### src/rtl/video_pkg.sv
`default_nettype none
// +------------------------------------------------------------------------+
// | Package : video_pkg                                                    |
// | Shared pixel format, framebuffer-writer states and raster defaults.    |
// | Rev     : 1.0                                                          |
// +------------------------------------------------------------------------+
package video_pkg;

    localparam int          HDISP_DEF = 640;
    localparam int          VDISP_DEF = 480;
    localparam logic [31:0] FB_BASE0  = 32'h0000_0000;
    localparam logic [31:0] FB_BASE1  = 32'h0009_6000;

    // Blue occupies the top bits so the scan-out unpacking lines up field for field.
    typedef struct packed {
        logic [4:0] b;
        logic [5:0] g;
        logic [4:0] r;
    } rgb565_t;

    typedef enum logic [1:0] {
        WAIT_SOF = 2'd0,
        ACCEPT   = 2'd1,
        BUS      = 2'd2
    } fbw_state_t;

endpackage
`default_nettype wire

### src/rtl/fb_raster_cnt.sv
`default_nettype none
// +------------------------------------------------------------------------+
// | Module : fb_raster_cnt                                                 |
// | Row-major x/y pixel position with running byte address (+2/pixel).    |
// | Rev    : 1.0                                                           |
// +------------------------------------------------------------------------+
module fb_raster_cnt
    import video_pkg::*;
#(
    parameter int HDISP = HDISP_DEF,
    parameter int VDISP = VDISP_DEF
) (
    input  logic        clk,
    input  logic        rst,
    input  logic        load,
    input  logic        advance,
    input  logic [31:0] base,
    output logic [31:0] addr,
    output logic        last
);
    localparam int             XW     = (HDISP > 1) ? $clog2(HDISP) : 1;
    localparam int             YW     = (VDISP > 1) ? $clog2(VDISP) : 1;
    localparam logic [XW-1:0]  X_LAST = XW'(HDISP - 1);
    localparam logic [YW-1:0]  Y_LAST = YW'(VDISP - 1);

    logic [XW-1:0] x_q, x_d;
    logic [YW-1:0] y_q, y_d;
    logic [31:0]   addr_q, addr_d;

    always_comb begin
        x_d    = x_q;
        y_d    = y_q;
        addr_d = addr_q;
        if (load) begin
            x_d    = '0;
            y_d    = '0;
            addr_d = base;
        end else if (advance) begin
            addr_d = addr_q + 32'd2;
            if (x_q == X_LAST) begin
                x_d = '0;
                y_d = y_q + YW'(1);
            end else begin
                x_d = x_q + XW'(1);
            end
        end
    end

    always_ff @(posedge clk or posedge rst) begin
        if (rst) begin
            x_q    <= '0;
            y_q    <= '0;
            addr_q <= '0;
        end else begin
            x_q    <= x_d;
            y_q    <= y_d;
            addr_q <= addr_d;
        end
    end

    assign addr = addr_q;
    assign last = (x_q == X_LAST) && (y_q == Y_LAST);

endmodule
`default_nettype wire

### src/rtl/fb_writer.sv
`default_nettype none
// +------------------------------------------------------------------------+
// | Module : fb_writer                                                     |
// | Wishbone master writing an RGB565 stream into the SDRAM framebuffer.   |
// | Option : FB_WRITER_DBLBUF_EN alternates frames between BASE0/BASE1.    |
// | Rev    : 1.0                                                           |
// +------------------------------------------------------------------------+
module fb_writer
    import video_pkg::*;
#(
    parameter int          HDISP = HDISP_DEF,
    parameter int          VDISP = VDISP_DEF,
    parameter logic [31:0] BASE0 = FB_BASE0,
    parameter logic [31:0] BASE1 = FB_BASE1
) (
    input  logic        CLK,
    input  logic        RST,
    input  logic        enable,
    input  logic        pix_valid,
    output logic        pix_ready,
    input  logic        pix_sof,
    input  logic [15:0] pix_data,
    output logic [31:0] wb_adr,
    output logic [15:0] wb_dat_ms,
    output logic [1:0]  wb_sel,
    output logic        wb_cyc,
    output logic        wb_stb,
    output logic        wb_we,
    output logic [2:0]  wb_cti,
    output logic [1:0]  wb_bte,
    input  logic        wb_ack,
    output logic        frame_done,
    output logic        frame_err,
    output logic        fb_sel
);
    fbw_state_t  state_q, state_d;
    rgb565_t     dat_q, dat_d;
    logic        cyc_q, cyc_d;
    logic        done_q, done_d;
    logic        err_q, err_d;
    logic        cnt_load, cnt_adv, cnt_last;
    logic        cur_buf;
    logic [31:0] base, cnt_addr;

    assign base = cur_buf ? BASE1 : BASE0;

    fb_raster_cnt #(
        .HDISP (HDISP),
        .VDISP (VDISP)
    ) u_cnt (
        .clk     (CLK),
        .rst     (RST),
        .load    (cnt_load),
        .advance (cnt_adv),
        .base    (base),
        .addr    (cnt_addr),
        .last    (cnt_last)
    );

    always_comb begin
        state_d  = state_q;
        dat_d    = dat_q;
        cyc_d    = cyc_q;
        done_d   = 1'b0;
        err_d    = 1'b0;
        cnt_load = 1'b0;
        cnt_adv  = 1'b0;
        case (state_q)
            WAIT_SOF: begin
                if (pix_valid && pix_sof && enable) begin
                    dat_d    = rgb565_t'(pix_data);
                    cnt_load = 1'b1;
                    cyc_d    = 1'b1;
                    state_d  = BUS;
                end
            end
            ACCEPT: begin
                if (pix_valid) begin
                    dat_d   = rgb565_t'(pix_data);
                    cyc_d   = 1'b1;
                    state_d = BUS;
                    // A misplaced SOF restarts the frame in the current buffer.
                    if (pix_sof) begin
                        cnt_load = 1'b1;
                        err_d    = 1'b1;
                    end else begin
                        cnt_adv  = 1'b1;
                    end
                end
            end
            BUS: begin
                if (wb_ack) begin
                    cyc_d = 1'b0;
                    if (cnt_last) begin
                        done_d  = 1'b1;
                        state_d = WAIT_SOF;
                    end else begin
                        state_d = ACCEPT;
                    end
                end
            end
            default: begin
                cyc_d   = 1'b0;
                state_d = WAIT_SOF;
            end
        endcase
    end

    always_ff @(posedge CLK or posedge RST) begin
        if (RST) begin
            state_q <= WAIT_SOF;
            dat_q   <= '0;
            cyc_q   <= 1'b0;
            done_q  <= 1'b0;
            err_q   <= 1'b0;
        end else begin
            state_q <= state_d;
            dat_q   <= dat_d;
            cyc_q   <= cyc_d;
            done_q  <= done_d;
            err_q   <= err_d;
        end
    end

`ifdef FB_WRITER_DBLBUF_EN
    logic buf_q, buf_d;
    logic fb_sel_q, fb_sel_d;

    always_comb begin
        buf_d    = buf_q;
        fb_sel_d = fb_sel_q;
        if (done_d) begin
            fb_sel_d = buf_q;
            buf_d    = ~buf_q;
        end
    end

    always_ff @(posedge CLK or posedge RST) begin
        if (RST) begin
            buf_q    <= 1'b0;
            fb_sel_q <= 1'b0;
        end else begin
            buf_q    <= buf_d;
            fb_sel_q <= fb_sel_d;
        end
    end

    assign cur_buf = buf_q;
    assign fb_sel  = fb_sel_q;
`else
    assign cur_buf = 1'b0;
    assign fb_sel  = 1'b0;
`endif

    assign pix_ready  = (state_q != BUS);
    assign wb_adr     = cnt_addr;
    assign wb_dat_ms  = dat_q;
    assign wb_sel     = 2'b11;
    assign wb_cyc     = cyc_q;
    assign wb_stb     = cyc_q;
    assign wb_we      = cyc_q;
    assign wb_cti     = 3'b000;
    assign wb_bte     = 2'b00;
    assign frame_done = done_q;
    assign frame_err  = err_q;

endmodule
`default_nettype wire

### config.mk
export PLATFORM = sky130hd
export DESIGN_NAME = fb_writer
export DESIGN_NICKNAME = d
export VERILOG_FILES = /design/src/rtl/video_pkg.sv /design/src/rtl/fb_raster_cnt.sv /design/src/rtl/fb_writer.sv
export SDC_FILE = /design/constraint.sdc
export NUM_CORES = 1
export LEC_CHECK = 0
export CORE_MARGIN = 4
export CORE_UTILIZATION = 48
export DETAILED_ROUTE_END_ITERATION = 8
export PLACE_DENSITY = 0.77
export SYNTH_ARGS = -nofsm -noshare
export SYNTH_HDL_FRONTEND = slang
export SYNTH_HIERARCHICAL = 1
export SYNTH_SLANG_ARGS = --single-unit
### constraint.sdc
create_clock -name CLK -period 3.4 [get_ports CLK]
set_input_delay 0.68 -clock CLK [delete_from_list [all_inputs] [get_ports CLK]]
set_output_delay 0.68 -clock CLK [all_outputs]
set_load 0.01 [all_outputs]
==> results of run 1 <==
## logic make-up (layout without fill, tap and decap cells)
group / after synthesis / after routing / share of synthesized area (%)
buf+inv: 41 / 110 / 5.73
mux: 19 / 19 / 6.63
other cells: 2 / 40 / 0.199
fa+ha+maj: 3 / 3 / 0.994
simple gates: 159 / 159 / 23.3
flops: 71 / 71 / 47.1
compound gates: 67 / 67 / 11.0
xor+xnor: 22 / 22 / 5.10
## final timing paths
path / from / end / cells past startpoint
setup / recovery: pix_valid / u_cnt/addr[18] / 8
hold / removal: wb_dat_ms[1] / wb_dat_ms[1] / 1
setup reg to reg: wb_cyc / u_cnt/addr[18] / 7
hold reg to reg: wb_dat_ms[1] / wb_dat_ms[1] / 1
max in group asynchronous: RST / u_cnt/addr[31] / 3
min in group asynchronous: RST / wb_dat_ms[2] / 2
## critical path, cell delays in order
cell             delay (ns)
clkdlybuf4s50_1        0.54
nor2b_1                0.19
nand2_1                0.07
nor2_1                 0.26
nand4_2                0.14
or3_1                  0.59
or4_1                  0.56
a31oi_1                0.20
## Yosys cell counts, types with 2 or more instances
| cell type | instances |
|---|---|
| a21oi_1 | 9 |
| a31oi_1 | 14 |
| and2_1 | 4 |
| and3_1 | 3 |
| and4_1 | 5 |
| buf_1 | 2 |
| buf_4 | 10 |
| clkbuf_1 | 14 |
| conb_1 | 2 |
| dfrtp_1 | 71 |
| ha_1 | 3 |
| inv_1 | 11 |
| mux2_2 | 8 |
| mux2_4 | 10 |
| nand2_1 | 38 |
| nand2b_1 | 2 |
| nand3_1 | 18 |
| nand3b_1 | 3 |
| nand4_1 | 12 |
| nor2_1 | 25 |
| nor2b_1 | 2 |
| nor3_1 | 10 |
| nor4_1 | 7 |
| o21ai_0 | 23 |
| o31a_1 | 2 |
| o31ai_1 | 12 |
| or3_1 | 8 |
| or4_1 | 13 |
| xnor2_1 | 13 |
| xor2_1 | 9 |
## layer usage
layer	GRT usage [%]	share of wire [%]	up-vias	routed length [µm]
li1	-	-	1551	-
met1	23.9	45	1550	3800
met2	31.1	49	82	4100
met3	5.12	4.8	6	405
met4	5.51	0.88	0	74
met5	0	0	-	0
## final cells by class
| type | instances | area, µm² |
|---|---|---|
| multi-input combinational | 310 | 1930 |
| tap | 102 | 128 |
| clock inverter | 6 | 37.5 |
| fill | 670 | 2840 |
| clock buffer | 10 | 128 |
| inverter | 12 | 45.0 |
| sequential | 71 | 1780 |
| timing repair buffer | 82 | 803 |
## metrics by stage
step	cells	utilization (%)	setup WS, ns	hold slack, ns	power [mW]
4_1_cts	593	63.1	0.432	0.512	3.24
3_3_place_gp	577	61.0	0.192	0.490	2.61
2_1_floorplan	422	-	0.746	0.514	1.97
5_1_grt	593	63.1	0.220	0.530	3.41
3_5_place_dp	577	61.0	0.104	0.493	2.65
6_report	593	63.1	0.433	0.507	3.20
## registers in the layout (all words and copies together) (netlist names)
register / count
u_cnt/addr: 32
u_cnt/y_q: 9
u_cnt/x_q: 10
wb_dat_ms: 16
state_q: 1
wb_cyc: 1
frame_err: 1
frame_done: 1
## power by group
group	switching, mW	internal (mW)
Sequential	0.279	1.10
Combinational	0.501	0.741
Clock	0.315	0.260
Total	1.10	2.11
==> flow_metrics.tcl, run 1 <==
set metrics [dict create \
    grt_overflow 0 \
    drive_above_1_share_pct 9.98 \
    hold_buffers 0 \
    postRouteAntennaNets 0 \
    fin_tns_setup_ns 0 \
    postCtsSetupBuffers 0 \
    antenna_found_initial 0 \
    timing.fmax_mhz 337 \
    routed_wl_um 8380 \
    diodes 0 \
    drv_slew 0 \
    cts_resized 0 \
    drtPass1Iterations 4 \
    worstPathArrival_ns 3.23 \
    drc 0 \
    initial_core_util_pct 49.1 \
    maxCapViolCount 0 \
    period_share_pct 87.3 \
    die_area_um2 9350 \
    crit_type "in2reg" \
    cts.clk_slew.worst_paths_ns 0.08 \
    cts-root-buf "clkbuf_8" \
    ios 84 \
    grt_max_degree 52 \
    syn_to_final_growth_pct 28.5 \
    port_buffers 75 \
    syn_area_per_cell_um2 9.83 \
    ir_drop_uv 308 \
    die_w_um 96.7 \
    cts_made_buffers 9 \
    end_kind "register" \
    ys_seq_elements 71 \
    wl_per_cell_um 14.1 \
    fin_crit_ns 2.97 \
    leakagePower_nw 1.95 \
    cts_tree "done" \
    cts.sinks 71 \
    status "completed" \
    dpl_cell_area_um2 4690 \
    dp_hpwl_um 5920 \
    grt_pass1_wl_um 14600 \
    power_density_nw_per_um2 660 \
    rsz0062_at_grt "no" \
    vias 3189 \
    clockBufferDepth 2 \
    yosysWarnings 6 \
    coreArea_um2 7690 \
    die_h_um 96.7 \
    worstSkewPairLatency_ns 0.34 \
    slew_headroom_pct 52.2 \
    grtUsageTotal_pct 18.7 \
    synth-edff-count 0 \
    synth_area_leaders "dfrtp_1 (47%), mux2_4 (4.0%), nand2_1 (3.8%), o21ai_0 (3.0%), xnor2_1 (3.0%)" \
    hold_class "reg2reg" \
    layout.cells.most_common "clkdlybuf4s50_1" \
    row_count 32 \
    hold_viol 0 \
    drt_iter0_markers 113 \
    vias_per_cell 5.38 \
    fin_area_um2 4850 \
    synth_top_area_share_pct 47.1 \
    grt_pass1_vias 3092 \
    ys_async_sr_fraction_pct 100 \
    synth_top_area_cell "dfrtp_1" \
    postSynthCellCount 384 \
    dominantRegCellSynth "dfrtp_1" \
    final-setup-viol-count 0 \
    start_kind "primary input" \
    yosysUniqueCellTypes 51 \
    fin_skew_ns 0.00776 \
    tightest_slew_ns 0.716 \
    netlist_area_um2 3780 \
    routabilityCongestion 0.801 \
    nets 511 \
    critPathRequiredTime_ns 3.66 \
    regToRegSetupSlack_ns 0.87 \
    ys_seq_area_share_pct 47.1 \
    layout_common_cells "clkdlybuf4s50_1 (75), dfrtp_1 (71), conb_1 (40), nand2_1 (38), nor2_1 (24)" \
    crit_fanout 16 \
    cts-htree-levels 3 \
]
No activity file was read; power rests on OpenSTA's default activity.
==> run 2, diff against run 1 <==
RECOVER_POWER = 25   (was unset)
==> run 2 against run 1 <==
Compared with the run above:
- critical path depth stayed put
- via count is 0.13% lower
- non-clock buffer count stayed put
- register-to-register slack hardly changed
- design area is 0.13% lower
- sequential share of layout area hardly changed
- total power hardly changed
- combinational power hardly changed
- maximum frequency is 2.4% lower
- worst setup slack worse by 0.074 ns
- cell count stayed put
- worst hold slack stayed put
- largest cell class unchanged
==> flow_metrics.tcl, run 2 (same netlist as run 1, synthesis figures left out) <==
set metrics [dict create \
    power_density_nw_per_um2 661 \
    whs_ns 0.507 \
    cts-htree-levels 3 \
    grt_overflow 0 \
    slew_headroom_pct 12.8 \
    cts.sinks 71 \
    grt_pass1_wl_um 14600 \
    area.sequential_um2 1780 \
    regToRegSetupSlack_ns 0.86 \
    ir_drop_uv 308 \
    port_buffers 75 \
    diodes 0 \
    min_to "wb_dat_ms[1]" \
    row_count 32 \
    status "completed" \
    initial_core_util_pct 49.1 \
    maxCapViolCount 0 \
    dp_hpwl_um 5920 \
    crit_type "in2reg" \
    min_from "wb_dat_ms[1]" \
    final-setup-viol-count 0 \
    fin_tns_setup_ns 0 \
    rr_worst_depth 7 \
    leakagePower_nw 1.94 \
    vias_per_cell 5.37 \
    grt_max_degree 52 \
    cts.clk_slew.worst_paths_ns 0.08 \
    postCtsSetupBuffers 0 \
    drive_above_1_share_pct 9.57 \
    rsz0062_at_grt "no" \
    layout_common_cells "clkdlybuf4s50_1 (73), dfrtp_1 (71), conb_1 (40), nand2_1 (38), nor2_1 (24)" \
    critPathRequiredTime_ns 3.66 \
    drv_slew 0 \
    routed_wl_um 8370 \
    drtPass1Iterations 4 \
    grtUsageTotal_pct 18.7 \
    vias 3185 \
    period_share_pct 89.5 \
    timing.fmax_mhz 329 \
    layout.cells.most_common "clkdlybuf4s50_1" \
    nets 511 \
    die_h_um 96.7 \
    worstPathArrival_ns 3.31 \
    cts-root-buf "clkbuf_8" \
    drt_iter0_markers 119 \
    cts_made_buffers 9 \
    cts_resized 0 \
    ios 84 \
    start_kind "primary input" \
    r2r_start "wb_cyc" \
    fin_crit_ns 3.04 \
    num-fill-cells 673 \
    hold_buffers 0 \
    clockBufferDepth 2 \
    crit_fanout 16 \
    routabilityCongestion 0.801 \
    coreArea_um2 7690 \
    hold_viol 0 \
    r2r_end "u_cnt/addr[18]" \
    min_path_cells 1 \
    multi_input_area_um2 1930 \
    cts_tree "done" \
    worstSkewPairLatency_ns 0.34 \
    drc 0 \
    hold_class "reg2reg" \
    fin_area_um2 4840 \
    dpl_cell_area_um2 4690 \
    tightest_slew_ns 1.31 \
    fin_skew_ns 0.00792 \
    end_kind "register" \
    antenna_found_initial 0 \
    die_area_um2 9350 \
    wl_per_cell_um 14.1 \
    grt_pass1_vias 3092 \
    postRouteAntennaNets 0 \
    largest_reg_flops 32 \
    die_w_um 96.7 \
    syn_to_final_growth_pct 28.3 \
]
-- run 2: cell count changes in the layout (fill, tap and decap cells not counted) --
cell | previous run | this run
inv_2 | 1 | 0
clkinv_1 | 1 | 2
clkdlybuf4s50_1 | 75 | 73
clkbuf_2 | 0 | 1
a21oi_2 | 1 | 0
dlygate4sd3_1 | 0 | 2
a21oi_1 | 9 | 10
buf_4 | 7 | 6
-- run 2: worst max path at each step --
stage          startpoint              to  slack, ns  cells after the start
2_1_floorplan   pix_valid  u_cnt/addr[24]       0.75                      9
3_3_place_gp    pix_valid  u_cnt/addr[28]       0.19                      8
3_5_place_dp    pix_valid  u_cnt/addr[18]       0.10                      8
4_1_cts         pix_valid  u_cnt/addr[18]       0.43                      8
5_1_grt         pix_valid    u_cnt/y_q[7]       0.15                      8
6_report        pix_valid  u_cnt/addr[18]       0.36                      8
-- run 2: routing by layer --
| metal | routed length, µm | global-route usage (%) | part of all wire (%) | vias to the layer above |
|---|---|---|---|---|
| met5 | 0 | 0 | 0 | - |
| met4 | 74 | 5.51 | 0.88 | 0 |
| met3 | 395 | 5.12 | 4.7 | 6 |
| met2 | 4100 | 31.1 | 49 | 85 |
| met1 | 3800 | 23.9 | 45 | 1544 |
| li1 | - | - | - | 1550 |
-- run 2: where the power goes --
part / internal [mW] / switching [mW]
sequential: 1.10 / 0.279
combinational: 0.739 / 0.501
clock: 0.260 / 0.315
total: 2.10 / 1.10
-- run 2: per-stage QoR --
step	setup WS (ns)	instances	total power [mW]	util (%)
after floorplan	0.746	422	1.97	-
after global placement	0.192	577	2.61	61.0
after detailed placement	0.104	577	2.65	61.0
after CTS	0.432	593	3.24	63.1
after global routing	0.148	593	3.41	63.0
final	0.358	593	3.20	63.0
-- run 2: cell type report --
class	count	area share [%]
clock buffer	10	2.63
inverter	12	0.930
sequential	71	36.7
clock inverter	6	0.775
tap	102	2.63
multi-input combinational	310	39.8
timing repair buffer	82	16.5
-- run 2: critical path, stage by stage --
cell and delay (ns):
dlygate4sd3_1 0.61, nor2b_1 0.19, nand2_1 0.07, nor2_1 0.26
nand4_2 0.14, or3_1 0.59, or4_1 0.56, a31oi_1 0.20
==> run 3, diff against run 2 <==
PLACE_DENSITY = unset   (was 0.77)
PLACE_DENSITY_LB_ADDON = 0.15   (was unset)
==> run 3 against run 2 <==
Compared with the run above:
- flip-flop and latch count unchanged
- highest routed layer unchanged
- via count decreased by 3.0%
- largest power group unchanged
- first-iteration DRC count fell by 15%
- clock-buffer cell count unchanged
- critical endpoint is now u_cnt/addr[30]
- largest cell class unchanged
- die area stayed put
- clock power decreased by 4.5%
- cell count grew 0.17%
- design area rose by 0.21%
- sequential share of layout area shrank 0.076 points
- combinational power about the same
- worst hold slack better by 0.0017 ns
==> flow_metrics.tcl, run 3 (same netlist as run 1, synthesis figures left out) <==
set metrics [dict create \
    critPathRequiredTime_ns 3.65 \
    rr_worst_depth 7 \
    layout_common_cells "clkdlybuf4s50_1 (73), dfrtp_1 (71), conb_1 (40), nand2_1 (38), nor2_1 (24)" \
    grt_overflow 0 \
    layout.cells.most_common "clkdlybuf4s50_1" \
    regToRegSetupSlack_ns 0.84 \
    crit_type "in2reg" \
    maxCapViolCount 0 \
    rsz0062_at_grt "no" \
    period_share_pct 87.6 \
    final-setup-viol-count 0 \
    cp_cell_sequence "dlygate4sd3_1, nor2b_1, nand2_1, nor2_1, nand4_2, or3_1, or4_1, a31oi_1" \
    tightest_slew_ns 1.29 \
    ir_drop_uv 309 \
    r2r_start "wb_cyc" \
    die_h_um 96.7 \
    grt_max_degree 52 \
    postCtsSetupBuffers 0 \
    fin_crit_ns 2.98 \
    clockBufferDepth 2 \
    wl_met3_um 286 \
    dpl_cell_area_um2 4710 \
    grt_pass1_wl_um 14400 \
    end_kind "register" \
    initial_core_util_pct 49.1 \
    power_density_nw_per_um2 653 \
    slowest_stage "or3_1" \
    hold_buffers 0 \
    cts.clk_slew.worst_paths_ns 0.07 \
    cts_made_buffers 9 \
    dp_hpwl_um 5840 \
    timing.fmax_mhz 336 \
    port_buffers 75 \
    status "completed" \
    critPathTopFamily "simple AND/OR/NAND/NOR gates" \
    fin_area_um2 4850 \
    r2r_end "u_cnt/addr[30]" \
    cts-htree-levels 3 \
    min_from "wb_dat_ms[7]" \
    ios 84 \
    drt_iter0_markers 101 \
    slew_headroom_pct 13.9 \
    vias_per_cell 5.20 \
    maxUsedRoutingLayer "met4" \
    cts_tree "done" \
    diodes 0 \
    routed_wl_um 8220 \
    row_count 32 \
    drtPass1Iterations 4 \
    dr_wl_met2_um 4090 \
    cts_resized 0 \
    nets 514 \
    routabilityCongestion 0.795 \
    hold_class "reg2reg" \
    vias 3091 \
    cts.sinks 71 \
    crit_buf_inv 1 \
    leakagePower_nw 1.95 \
    start_kind "primary input" \
    slowest_delay_ns 0.60 \
    coreArea_um2 7690 \
    min_to "wb_dat_ms[7]" \
    largest_reg_flops 32 \
    fin_skew_ns 0.00540 \
    grtUsageTotal_pct 18.3 \
    hold_viol 0 \
    drv_slew 0 \
    die_w_um 96.7 \
    drc 0 \
    drive_above_1_share_pct 9.76 \
    crit_fanout 16 \
    fin_tns_setup_ns 0 \
    min_path_cells 1 \
    worstSkewPairLatency_ns 0.33 \
    postRouteAntennaNets 0 \
    wl_per_cell_um 13.8 \
    cts-root-buf "clkbuf_8" \
    worstPathArrival_ns 3.23 \
    die_area_um2 9350 \
    syn_to_final_growth_pct 28.6 \
    met1_length_um 3760 \
    grt_pass1_vias 2961 \
    antenna_found_initial 0 \
]
-- run 3: changes by cell type in the layout (fill, tap and decap cells not counted), sizes merged --
| cell | change |
|---|---|
| clkinvlp | -1 |
| clkbuf | +1 |
| buf | +2 |
| clkinv | -1 |
-- run 3: final cells by class --
class / count / area, µm²
fillers: 672 / 2830
clock inverters: 4 / 25.0
flip-flops and latches: 71 / 1780
inverters: 12 / 45.0
repair buffers: 85 / 820
clock buffers: 10 / 128
multi-input cells: 310 / 1930
well taps: 102 / 128
-- run 3: worst max-delay path by stage --
stage          startpoint              to  slack, ns  cells past startpoint
2_1_floorplan   pix_valid  u_cnt/addr[24]       0.75                      9
3_3_place_gp    pix_valid  u_cnt/addr[26]       0.24                      8
3_5_place_dp    pix_valid  u_cnt/addr[18]       0.14                      8
4_1_cts         pix_valid  u_cnt/addr[18]       0.48                      8
5_1_grt         pix_valid  u_cnt/addr[22]       0.23                      8
6_report        pix_valid  u_cnt/addr[30]       0.42                      8
-- run 3: through the flow --
step / util, % / worst slack (ns) / hold slack (ns) / power, mW / instances
floorplan: - / 0.746 / 0.514 / 1.97 / 422
global route: 63.2 / 0.232 / 0.519 / 3.38 / 594
finish: 63.2 / 0.422 / 0.509 / 3.17 / 594
global placement: 61.2 / 0.243 / 0.489 / 2.61 / 580
CTS: 63.2 / 0.477 / 0.514 / 3.22 / 594
detailed placement: 61.2 / 0.140 / 0.492 / 2.65 / 580
-- run 3: power breakdown --
part	switching, mW	internal (mW)
Sequential	0.279	1.11
Combinational	0.497	0.742
Clock	0.294	0.254
-- run 3: per-layer routing --
layer / global-route usage [%] / vias up
met1: 24.0 / 1479
met4: 5.51 / 0
met2: 30.7 / 58
met3: 3.39 / 5
li1: - / 1549
met5: 0 / -
